**config.mk**
```make
export PLATFORM = sky130hd
export DESIGN_NAME = rob_commit_unit
export DESIGN_NICKNAME = d
export VERILOG_FILES = /design/src/rtl/rob_commit_unit.sv
export SDC_FILE = /design/constraint.sdc
export NUM_CORES = 1
export LEC_CHECK = 0
export CORE_ASPECT_RATIO = 0.6
export CORE_MARGIN = 2
export CORE_UTILIZATION = 50
export CTS_BUF_LIST = sky130_fd_sc_hd__clkbuf_8 sky130_fd_sc_hd__clkbuf_16
export CTS_CLUSTER_DIAMETER = 200
export DETAILED_ROUTE_END_ITERATION = 16
export GPL_TIMING_DRIVEN = 1
export MAX_ROUTING_LAYER = met4
export PLACE_DENSITY = 0.66
export SLEW_MARGIN = 20
export SYNTH_ARGS = -nofsm -noshare
export SYNTH_HDL_FRONTEND = slang
export SYNTH_SLANG_ARGS = --single-unit
```
**constraint.sdc**
```tcl
create_clock -name clk -period 5.2 [get_ports clk]
set_input_delay 0.78 -clock clk [delete_from_list [all_inputs] [get_ports clk]]
set_output_delay 0.78 -clock clk [all_outputs]
set_load 0.02 [all_outputs]
```
**src/rtl/rob_commit_unit.sv**
```systemverilog
// Reorder buffer: dual dispatch allocation, dual CDB capture, dual in-order retirement to the register file.
// Optional `ROB_FORWARD_EN adds two dispatch-time operand read ports (fwd_tag_* -> fwd_ready_*/fwd_data_*).
module rob_commit_unit #(
  parameter int DW    = 32,
  parameter int TAG_W = 4
) (
  input  logic             clk,
  input  logic             rst,
  input  logic             flush,
  input  logic             alloc_a,
  input  logic             alloc_b,
  input  logic [4:0]       alloc_rd_a,
  input  logic [4:0]       alloc_rd_b,
  output logic             alloc_rdy_a,
  output logic             alloc_rdy_b,
  output logic             wlwta,
  output logic             wlwtb,
  output logic [4:0]       wlwt_wna,
  output logic [4:0]       wlwt_wnb,
  output logic [TAG_W-1:0] wlwt_ROB_index_a,
  output logic [TAG_W-1:0] wlwt_ROB_index_b,
  input  logic             cdb_v_a,
  input  logic             cdb_v_b,
  input  logic [TAG_W-1:0] cdb_tag_a,
  input  logic [TAG_W-1:0] cdb_tag_b,
  input  logic [DW-1:0]    cdb_data_a,
  input  logic [DW-1:0]    cdb_data_b,
  output logic             wea,
  output logic             web,
  output logic [4:0]       wna,
  output logic [4:0]       wnb,
  output logic [TAG_W-1:0] ROB_index_wta,
  output logic [TAG_W-1:0] ROB_index_wtb,
  output logic [DW-1:0]    dataina,
  output logic [DW-1:0]    datainb,
`ifdef ROB_FORWARD_EN
  input  logic [TAG_W-1:0] fwd_tag_a,
  input  logic [TAG_W-1:0] fwd_tag_b,
  output logic             fwd_ready_a,
  output logic             fwd_ready_b,
  output logic [DW-1:0]    fwd_data_a,
  output logic [DW-1:0]    fwd_data_b,
`endif
  output logic [TAG_W-1:0] rob_count
);

  localparam int N = 2 ** TAG_W;
  localparam logic [TAG_W-1:0] LAST = TAG_W'(N - 1);

  // Tag 0 means "no producer", so pointers cycle through 1..LAST only.
  function automatic logic [TAG_W-1:0] ptr_inc(input logic [TAG_W-1:0] p);
    return (p == LAST) ? TAG_W'(1) : p + TAG_W'(1);
  endfunction

  logic [N-1:0]     r_valid;
  logic [N-1:0]     r_done;
  logic [4:0]       r_rd   [N];
  logic [DW-1:0]    r_data [N];
  logic [TAG_W-1:0] r_head;
  logic [TAG_W-1:0] r_tail;
  logic [TAG_W-1:0] r_count;

  logic [N-1:0]     w_valid_next;
  logic [N-1:0]     w_done_next;
  logic [N-1:0]     w_alloc_we;
  logic [N-1:0]     w_wr_a;
  logic [N-1:0]     w_wr_b;
  logic [4:0]       w_alloc_rd [N];

  logic             w_rdy_a;
  logic             w_rdy_b;
  logic             w_acc_a;
  logic             w_acc_b;
  logic [TAG_W-1:0] w_tail_p1;
  logic [TAG_W-1:0] w_tag_b;
  logic [TAG_W-1:0] w_head_p1;
  logic             w_commit_a;
  logic             w_commit_b;
  logic             w_cdb_a;
  logic             w_cdb_b;
  logic [TAG_W-1:0] w_head_next;
  logic [TAG_W-1:0] w_tail_next;
  logic [TAG_W-1:0] w_count_next;

  // Grants look only at the registered count, so entries retiring this cycle are not reused until next cycle.
  assign w_rdy_a   = !flush && (r_count <= TAG_W'(N - 2));
  assign w_rdy_b   = !flush && (r_count <= TAG_W'(N - 3));
  assign w_acc_a   = alloc_a && w_rdy_a;
  assign w_acc_b   = alloc_a && alloc_b && w_rdy_b;
  assign w_tail_p1 = ptr_inc(r_tail);
  assign w_tag_b   = w_acc_a ? w_tail_p1 : r_tail;

  assign w_head_p1  = ptr_inc(r_head);
  assign w_commit_a = !flush && r_valid[r_head] && r_done[r_head];
  assign w_commit_b = w_commit_a && r_valid[w_head_p1] && r_done[w_head_p1];

  assign w_cdb_a = cdb_v_a && !flush;
  assign w_cdb_b = cdb_v_b && !flush;

  assign w_head_next  = w_commit_b ? ptr_inc(w_head_p1) : (w_commit_a ? w_head_p1 : r_head);
  assign w_tail_next  = w_acc_b ? ptr_inc(w_tag_b) : (w_acc_a ? w_tail_p1 : r_tail);
  assign w_count_next = r_count + TAG_W'(w_acc_a) + TAG_W'(w_acc_b)
                      - TAG_W'(w_commit_a) - TAG_W'(w_commit_b);

  genvar gi;
  generate
    for (gi = 0; gi < N; gi++) begin : g_entry
      if (gi == 0) begin : g_null
        assign w_valid_next[gi] = 1'b0;
        assign w_done_next[gi]  = 1'b0;
        assign w_alloc_we[gi]   = 1'b0;
        assign w_wr_a[gi]       = 1'b0;
        assign w_wr_b[gi]       = 1'b0;
        assign w_alloc_rd[gi]   = 5'd0;
      end else begin : g_live
        logic w_hit_a;
        logic w_hit_b;
        logic w_hit_commit;
        assign w_hit_a      = w_acc_a && (r_tail == TAG_W'(gi));
        assign w_hit_b      = w_acc_b && (w_tag_b == TAG_W'(gi));
        assign w_hit_commit = (w_commit_a && (r_head == TAG_W'(gi)))
                           || (w_commit_b && (w_head_p1 == TAG_W'(gi)));
        assign w_wr_a[gi]     = w_cdb_a && (cdb_tag_a == TAG_W'(gi)) && r_valid[gi];
        assign w_wr_b[gi]     = w_cdb_b && (cdb_tag_b == TAG_W'(gi)) && r_valid[gi];
        assign w_alloc_we[gi] = w_hit_a || w_hit_b;
        assign w_alloc_rd[gi] = w_hit_a ? alloc_rd_a : alloc_rd_b;
        assign w_valid_next[gi] = flush ? 1'b0 :
                                  w_alloc_we[gi] ? 1'b1 :
                                  w_hit_commit ? 1'b0 : r_valid[gi];
        assign w_done_next[gi]  = flush ? 1'b0 :
                                  (w_alloc_we[gi] || w_hit_commit) ? 1'b0 :
                                  (r_done[gi] || w_wr_a[gi] || w_wr_b[gi]);
      end
    end
  endgenerate

  always_ff @(posedge clk or posedge rst) begin
    if (rst) begin
      r_valid <= '0;
      r_done  <= '0;
      r_head  <= TAG_W'(1);
      r_tail  <= TAG_W'(1);
      r_count <= '0;
    end else begin
      r_valid <= w_valid_next;
      r_done  <= w_done_next;
      if (flush) begin
        r_head  <= TAG_W'(1);
        r_tail  <= TAG_W'(1);
        r_count <= '0;
      end else begin
        r_head  <= w_head_next;
        r_tail  <= w_tail_next;
        r_count <= w_count_next;
      end
    end
  end

  // Payload needs no reset: it is only observed through valid/done-qualified paths.
  always_ff @(posedge clk) begin
    for (int i = 0; i < N; i++) begin
      if (w_alloc_we[i]) r_rd[i] <= w_alloc_rd[i];
      if (w_wr_b[i]) r_data[i] <= cdb_data_b;
      else if (w_wr_a[i]) r_data[i] <= cdb_data_a;
    end
  end

  assign alloc_rdy_a      = w_rdy_a;
  assign alloc_rdy_b      = w_rdy_b;
  assign wlwta            = w_acc_a && (alloc_rd_a != 5'd0);
  assign wlwtb            = w_acc_b && (alloc_rd_b != 5'd0);
  assign wlwt_wna         = w_acc_a ? alloc_rd_a : 5'd0;
  assign wlwt_wnb         = w_acc_b ? alloc_rd_b : 5'd0;
  assign wlwt_ROB_index_a = w_acc_a ? r_tail : '0;
  assign wlwt_ROB_index_b = w_acc_b ? w_tag_b : '0;

  assign wea           = w_commit_a && (r_rd[r_head] != 5'd0);
  assign web           = w_commit_b && (r_rd[w_head_p1] != 5'd0);
  assign wna           = w_commit_a ? r_rd[r_head] : 5'd0;
  assign wnb           = w_commit_b ? r_rd[w_head_p1] : 5'd0;
  assign ROB_index_wta = w_commit_a ? r_head : '0;
  assign ROB_index_wtb = w_commit_b ? w_head_p1 : '0;
  assign dataina       = w_commit_a ? r_data[r_head] : '0;
  assign datainb       = w_commit_b ? r_data[w_head_p1] : '0;
  assign rob_count     = r_count;

`ifdef ROB_FORWARD_EN
  // Entry 0 is never valid, so a tag-0 lookup naturally reports not ready.
  assign fwd_ready_a = r_valid[fwd_tag_a] && r_done[fwd_tag_a];
  assign fwd_ready_b = r_valid[fwd_tag_b] && r_done[fwd_tag_b];
  assign fwd_data_a  = fwd_ready_a ? r_data[fwd_tag_a] : '0;
  assign fwd_data_b  = fwd_ready_b ? r_data[fwd_tag_b] : '0;
`endif

endmodule

```
==> flow_metrics.py, run 1 <==
metrics = {
    "outcome": {
        "status": "finished clean",
    },
    "synthesis": {
        "synth.largest_area_cell": "edfxtp_1",
        "synth_edf_count": 555,
        "yosys_most_used_dff": "edfxtp_1",
        "synthTopCellsByArea": "edfxtp_1, mux2_2, mux4_2",
        "ys_seq_elements": 597,
        "yosys_warnings": 0,
        "syn_nets": 3051,
        "netlist_area_sq_mm": 0.0365,
        "synthCells": 2942,
        "netlist-cell-type-count": 77,
        "yosysTopAreaCellShare_pct": 45.7,
        "avgSynthCellArea_sq_um": 12.4,
        "synth-seq-area-share_pct": 48.6,
        "synthArstFlopShare_pct": 7.04,
    },
    "min_path": {
        "hold_depth": 2,
        "min_to": "r_done[9]",
        "hold_start": "r_done[9]",
        "hold_class": "reg -> reg",
    },
    "sta": {
        "rsz0062_at_grt": "true",
        "skew_ns": 0.0431,
        "tns_ns": 0,
        "relSlewSlack_pct": 19.2,
        "period_needed_ns": 5.18,
        "setup_ws_ns": 0.0180,
        "final-hold-violation-count": 0,
        "slew_violations": 0,
        "fmax_mhz": 193,
        "setup_viol_count_final": 0,
        "fin_crit_sh_pct": 99.7,
        "max_slew.worst_pin.slew_ns": 1.21,
    },
    "route": {
        "vias": 28500,
        "drtIter0Drc": 4421,
        "via_per_inst": 7.01,
        "drc": 0,
        "drtPass1Iterations": 6,
        "drtAntennaViolNets": 0,
        "route.final.wire_length_um": 135000,
        "wire_per_inst_um": 33.1,
    },
    "power": {
        "pwr_density_cell_mw_per_mm2": 252,
        "clkPwrFrac_pct": 40.5,
        "p_comb_share_pct": 9.2,
        "netSwitchingPower_mw": 2.54,
        "sequentialPowerShare_pct": 50.3,
        "vdd_drop_max_mv": 0.237,
        "power_switching_share_pct": 24.0,
        "p_int_mw": 8.02,
        "p_leak_nw": 14.5,
    },
    "global_route": {
        "grt_pass1_vias": 27200,
        "antenna_found_initial": 4,
        "grt_max_degree": 89,
        "grt_pass1_wl_um": 192000,
        "track_usage_pct": 36.2,
        "grt_use_met3_pct": 8.03,
        "grtUsageMet1_pct": 52.3,
        "grt_use_met2_pct": 51.2,
        "overflow": 0,
        "busiest_layer": "met1",
    },
    "die": {
        "dieArea_sq_mm": 0.0752,
        "num_io_pins": 199,
        "chipWidth_um": 353,
        "core_sq_mm": 0.0720,
        "die_y_um": 213,
        "row_count": 76,
        "start_util_pct": 50.7,
    },
    "final_layout": {
        "area_growth_syn_to_layout_pct": 15.0,
        "final_nets": 3151,
        "layout_common_cells": "mux2_2, edfxtp_1, nand2_1",
        "drive_gt1_share_pct": 31.5,
        "final_common_cell": "mux2_2",
    },
    "critical_path": {
        "r2r_start": "r_head[0]",
        "critPathCaptureType": "output pin",
        "arrival_ns": 4.40,
        "critical_path_required_ns": 4.42,
        "cp_slowest_cell": "dfstp_4",
        "crit_family": "buffers and inverters",
        "rr_endpoint": "rob_count[3]",
        "cp_num_buf_inv": 4,
        "worstRegToRegCells": 17,
        "crit_type": "reg -> out",
        "path_cells": "clkinv_1 -> ha_4 -> inv_2 -> buf_4 -> o221ai_1 -> a311o_1 -> a31oi_1 -> clkdlybuf4s50_1",
        "critical-path-max-stage-delay_ns": 0.70,
        "startpoint_type": "flop",
        "path_max_fanout": 27,
        "r2r_setup_slack_ns": 0.44,
    },
    "placement": {
        "place_congestion": 1.00,
        "io_buffers": 198,
        "post-place-ws_ns": 0.453,
        "dpl.hpwl_um": 81500,
    },
    "clock_tree": {
        "clk_pin_slew_ns": 0.08,
        "clk_path_buf_depth": 3,
        "clkLatencyLatePin_ns": 0.68,
        "cts-htree-levels": 2,
        "clkSinkCount": 597,
        "cts_root_buf": "clkbuf_16",
        "cts_tree": "yes",
        "numCtsBuffers": 58,
    },
    "run": {
        "maxCapViolCount": 0,
    },
}
-- power groups by stage --
stage	Combinational [mW]	Clock, mW	Sequential, mW
finish	0.969	4.28	5.31
global route	1.03	4.46	5.31
CTS	0.936	4.31	5.31
detailed placement	0.930	0	5.41
global placement	0.906	0	5.41
floorplan	0.587	0	5.39
-- Yosys cell counts, drive strengths merged, types with 5 or more instances --
cell type  instances
a211oi            87
a21o               6
a21oi             51
a221oi            50
a311oi            46
a31oi             36
a32oi             24
a41oi              5
and2              12
and3              25
buf               81
clkbuf           209
dfrtp             40
edfxtp           555
ha                18
inv               45
mux2             558
mux2i            143
mux4             139
nand2            341
nand3             97
nand3b             7
nand4              9
nor2             151
nor2b             20
nor3              24
nor4               5
o211ai             6
o21a               8
o21ai             59
o21bai             6
o22ai             11
o311ai             6
xnor2              5
-- sequential cells by signal, summed over array words and instances (netlist names) --
signal     count
r_tail         4
r_head         4
r_done        15
r_data       480
r_rd          75
rob_count      4
r_valid       15
-- cells by family (layout without fill, tap and decap cells) --
| logic type | count (synthesis) | after routing | synth area share [%] |
|---|---|---|---|
| multiplexers | 840 | 840 | 29.7 |
| AND/OR/NAND/NOR | 709 | 709 | 8.51 |
| flip-flops | 597 | 597 | 48.6 |
| AO/OA/AOI/OAI | 434 | 435 | 8.66 |
| buffers and inverters | 336 | 481 | 3.69 |
| adder cells (fa/ha/maj) | 20 | 20 | 0.727 |
| XOR/XNOR | 6 | 6 | 0.144 |
| other | 0 | 4 | 0 |
-- worst min-delay path: stages, from the launching register on --
cell and delay [ns]:
dfrtp_1 0.37, nor2_1 0.10, nor3_1 0.05
-- per-layer routing --
layer / wire (um) / vias to the layer above
met4: 3910 / 0
met1: 56600 / 14500
met3: 16800 / 263
met2: 57200 / 2088
li1: - / 11600
met5: 0 / -
-- worst max path at each step --
stage,startpoint,cells after the start,to
after floorplan,cdb_v_a,5,r_data[8][0]
after global routing,r_head[0],10,datainb[0]
after CTS,r_head[0],10,datainb[15]
after global placement,flush,10,r_rd[11][0]
final,r_head[0],8,datainb[31]
after detailed placement,r_head[0],10,datainb[15]
-- final cells by class --
class	count	area (sq um)
Multi-Input combinational cell	2010	17800
Sequential cell	597	17700
Clock buffer	59	1480
Antenna cell	4	10.0
Inverter	46	174
Clock inverter	47	362
Fill cell	5830	30000
Timing Repair Buffer	329	3240
Tap cell	975	1220
-- through the flow --
step / cells / power, mW / hold WS (ns) / area (sq um) / utilization, %
global placement: 3950 / 6.31 / 0.539 / 39900 / 55.4
finish: 4067 / 10.6 / 0.560 / 42000 / 58.3
detailed placement: 3950 / 6.34 / 0.544 / 39900 / 55.4
CTS: 4056 / 10.6 / 0.562 / 41800 / 58.0
floorplan: 2942 / 5.98 / 0.486 / 36500 / -
global route: 4067 / 10.8 / 0.587 / 42000 / 58.3
-- timing repair --
action | CTS | global route
hold buffers | 0 | 0
pin swaps | 1 | 5
gates resized for setup | 8 | 28
endpoints found under the setup margin | 25 | 26
buffers inserted | 0 | 6
cloned | 0 | 1
(Power assumes the default switching activity.)
==> run 2: changes to the inputs <==
- SLEW_MARGIN: 20 -> 15
- TNS_END_PERCENT: default -> 30
==> flow_metrics.py, run 2 (synthesized netlist as in run 1, its figures left out) <==
metrics = {
    "placement": {
        "dp.cells": 3950,
        "post-place-ws_ns": 0.453,
        "dpl.hpwl_um": 81500,
        "place_congestion": 1.00,
        "io_buffers": 198,
    },
    "power": {
        "pwr_density_cell_mw_per_mm2": 252,
        "p_leak_nw": 14.4,
        "total_power_mw": 10.6,
        "vdd_drop_max_mv": 0.237,
    },
    "die": {
        "dieArea_sq_mm": 0.0752,
        "die_y_um": 213,
        "chipWidth_um": 353,
        "start_util_pct": 50.7,
        "core_sq_mm": 0.0720,
        "num_io_pins": 199,
        "row_count": 76,
    },
    "clock_tree": {
        "clkSinkCount": 597,
        "cts_root_buf": "clkbuf_16",
        "numCtsBuffers": 58,
        "clk_path_buf_depth": 3,
        "cts-htree-levels": 2,
        "clkLatencyLatePin_ns": 0.67,
        "cts_tree": "yes",
        "clk_pin_slew_ns": 0.08,
    },
    "sta": {
        "setup_viol_count_final": 0,
        "period_needed_ns": 5.20,
        "tns_ns": 0,
        "final-hold-violation-count": 0,
        "fin_crit_sh_pct": 100,
        "relSlewSlack_pct": 20.2,
        "max_slew.worst_pin.slew_ns": 1.20,
        "skew_ns": 0.0390,
        "hold_slack_ns": 0.563,
        "rsz0062_at_grt": "true",
        "fmax_mhz": 192,
        "slew_violations": 0,
        "setup_ws_ns": 0.00212,
    },
    "final_layout": {
        "multi_input_area_sq_mm": 0.0177,
        "seq_area_sq_mm": 0.0177,
        "nFillCells": 5827,
        "final_nets": 3148,
        "drive_gt1_share_pct": 31.4,
        "final_common_cell": "mux2_2",
        "top_regs": "r_data (480), r_rd (75)",
        "area_growth_syn_to_layout_pct": 14.9,
        "largest_reg_flops": 480,
        "instances_no_fill": 4064,
        "top_register": "r_data",
        "layout_common_cells": "mux2_2, edfxtp_1, nand2_1",
    },
    "route": {
        "vias": 28400,
        "wire_per_inst_um": 33.0,
        "via_per_inst": 6.99,
        "drtPass1Iterations": 5,
        "drc": 0,
        "drtAntennaViolNets": 0,
        "route.final.wire_length_um": 134000,
        "drtIter0Drc": 4428,
    },
    "outcome": {
        "status": "finished clean",
    },
    "critical_path": {
        "startpoint_type": "flop",
        "arrival_ns": 4.42,
        "cp_slowest_cell": "dfstp_4",
        "critical_path_required_ns": 4.42,
        "path_common_cell": "buf_4",
        "critical-path-max-stage-delay_ns": 0.68,
        "crit_family": "buffers and inverters",
        "path_cells": "ha_1 -> buf_4 -> xor2_4 -> buf_4 -> nand2_1 -> and3_1 -> a311oi_1 -> a31oi_1 -> a211oi_1 -> buf_4 -> clkdlybuf4s50_1",
        "cp_num_buf_inv": 4,
        "critPathCaptureType": "output pin",
        "path_max_fanout": 18,
        "crit_type": "reg -> out",
    },
    "global_route": {
        "grt_pass1_wl_um": 192000,
        "track_usage_pct": 36.2,
        "grt_pass1_vias": 27200,
        "antenna_found_initial": 4,
        "overflow": 0,
        "grt_max_degree": 89,
    },
    "run": {
        "maxCapViolCount": 0,
    },
    "min_path": {
        "hold_class": "reg -> reg",
    },
}
## run 2: changes by cell type in the layout (fill, tap and decap cells not counted), sizes merged
cell and delta:
buf -3
## run 2: cell type report
cell class / instances / area share (%)
Tap cell: 975 / 2.91
Multi-Input combinational cell: 2010 / 42.3
Clock buffer: 59 / 3.52
Inverter: 46 / 0.415
Clock inverter: 47 / 0.862
Sequential cell: 597 / 42.3
Antenna cell: 4 / 0.0239
Timing Repair Buffer: 326 / 7.64
## run 2: metal layers
metal / up-vias / global-route usage, % / part of all wire, %
met4: 0 / 9.96 / 2.8
met3: 246 / 8.03 / 13
met2: 2106 / 51.2 / 43
li1: 11600 / - / -
met5: - / - / 0
met1: 14400 / 52.3 / 42
## run 2: worst paths after layout
path / from / to / slack [ns] / cells after the start
min in group asynchronous: rst / r_done[2] / 0.57 / 3
max in group asynchronous: rst / r_head[1] / 4.17 / 3
worst max-delay path: r_head[0] / datainb[14] / 0.002 / 11
worst min register to register: r_done[5] / r_done[5] / 0.56 / 2
worst min-delay path: r_done[5] / r_done[5] / 0.56 / 2
worst max register to register: r_head[0] / rob_count[3] / 0.59 / 16
## run 2: what timing repair did
action / in CTS / in global routing
pin swaps: 1 / 3
endpoints found under the setup margin: 25 / 26
gates cloned: 0 / 1
setup buffers: 0 / 3
hold buffers: 0 / 0
gates resized for setup: 8 / 27
## run 2: report_power, final
group          total (mW)  switching (mW)  internal [mW]  leakage, nW
logic               0.965           0.557          0.408         7.92
registers            5.31          0.0344           5.27         5.56
clock network        4.28            1.94           2.34        0.959
total                10.6            2.53           8.02         14.4
## run 2: worst min-delay path, stage by stage (launching register included)
cell and delay (ns):
dfrtp_1 0.34, o21ai_0 0.09, nor2_1 0.10
## run 2: stage by stage
step                      util, %  cell area [sq um]
after floorplan                 -              36500
after global placement       55.4              39900
after detailed placement     55.4              39900
after CTS                    58.0              41800
after global routing         58.2              41900
final                        58.2              41900
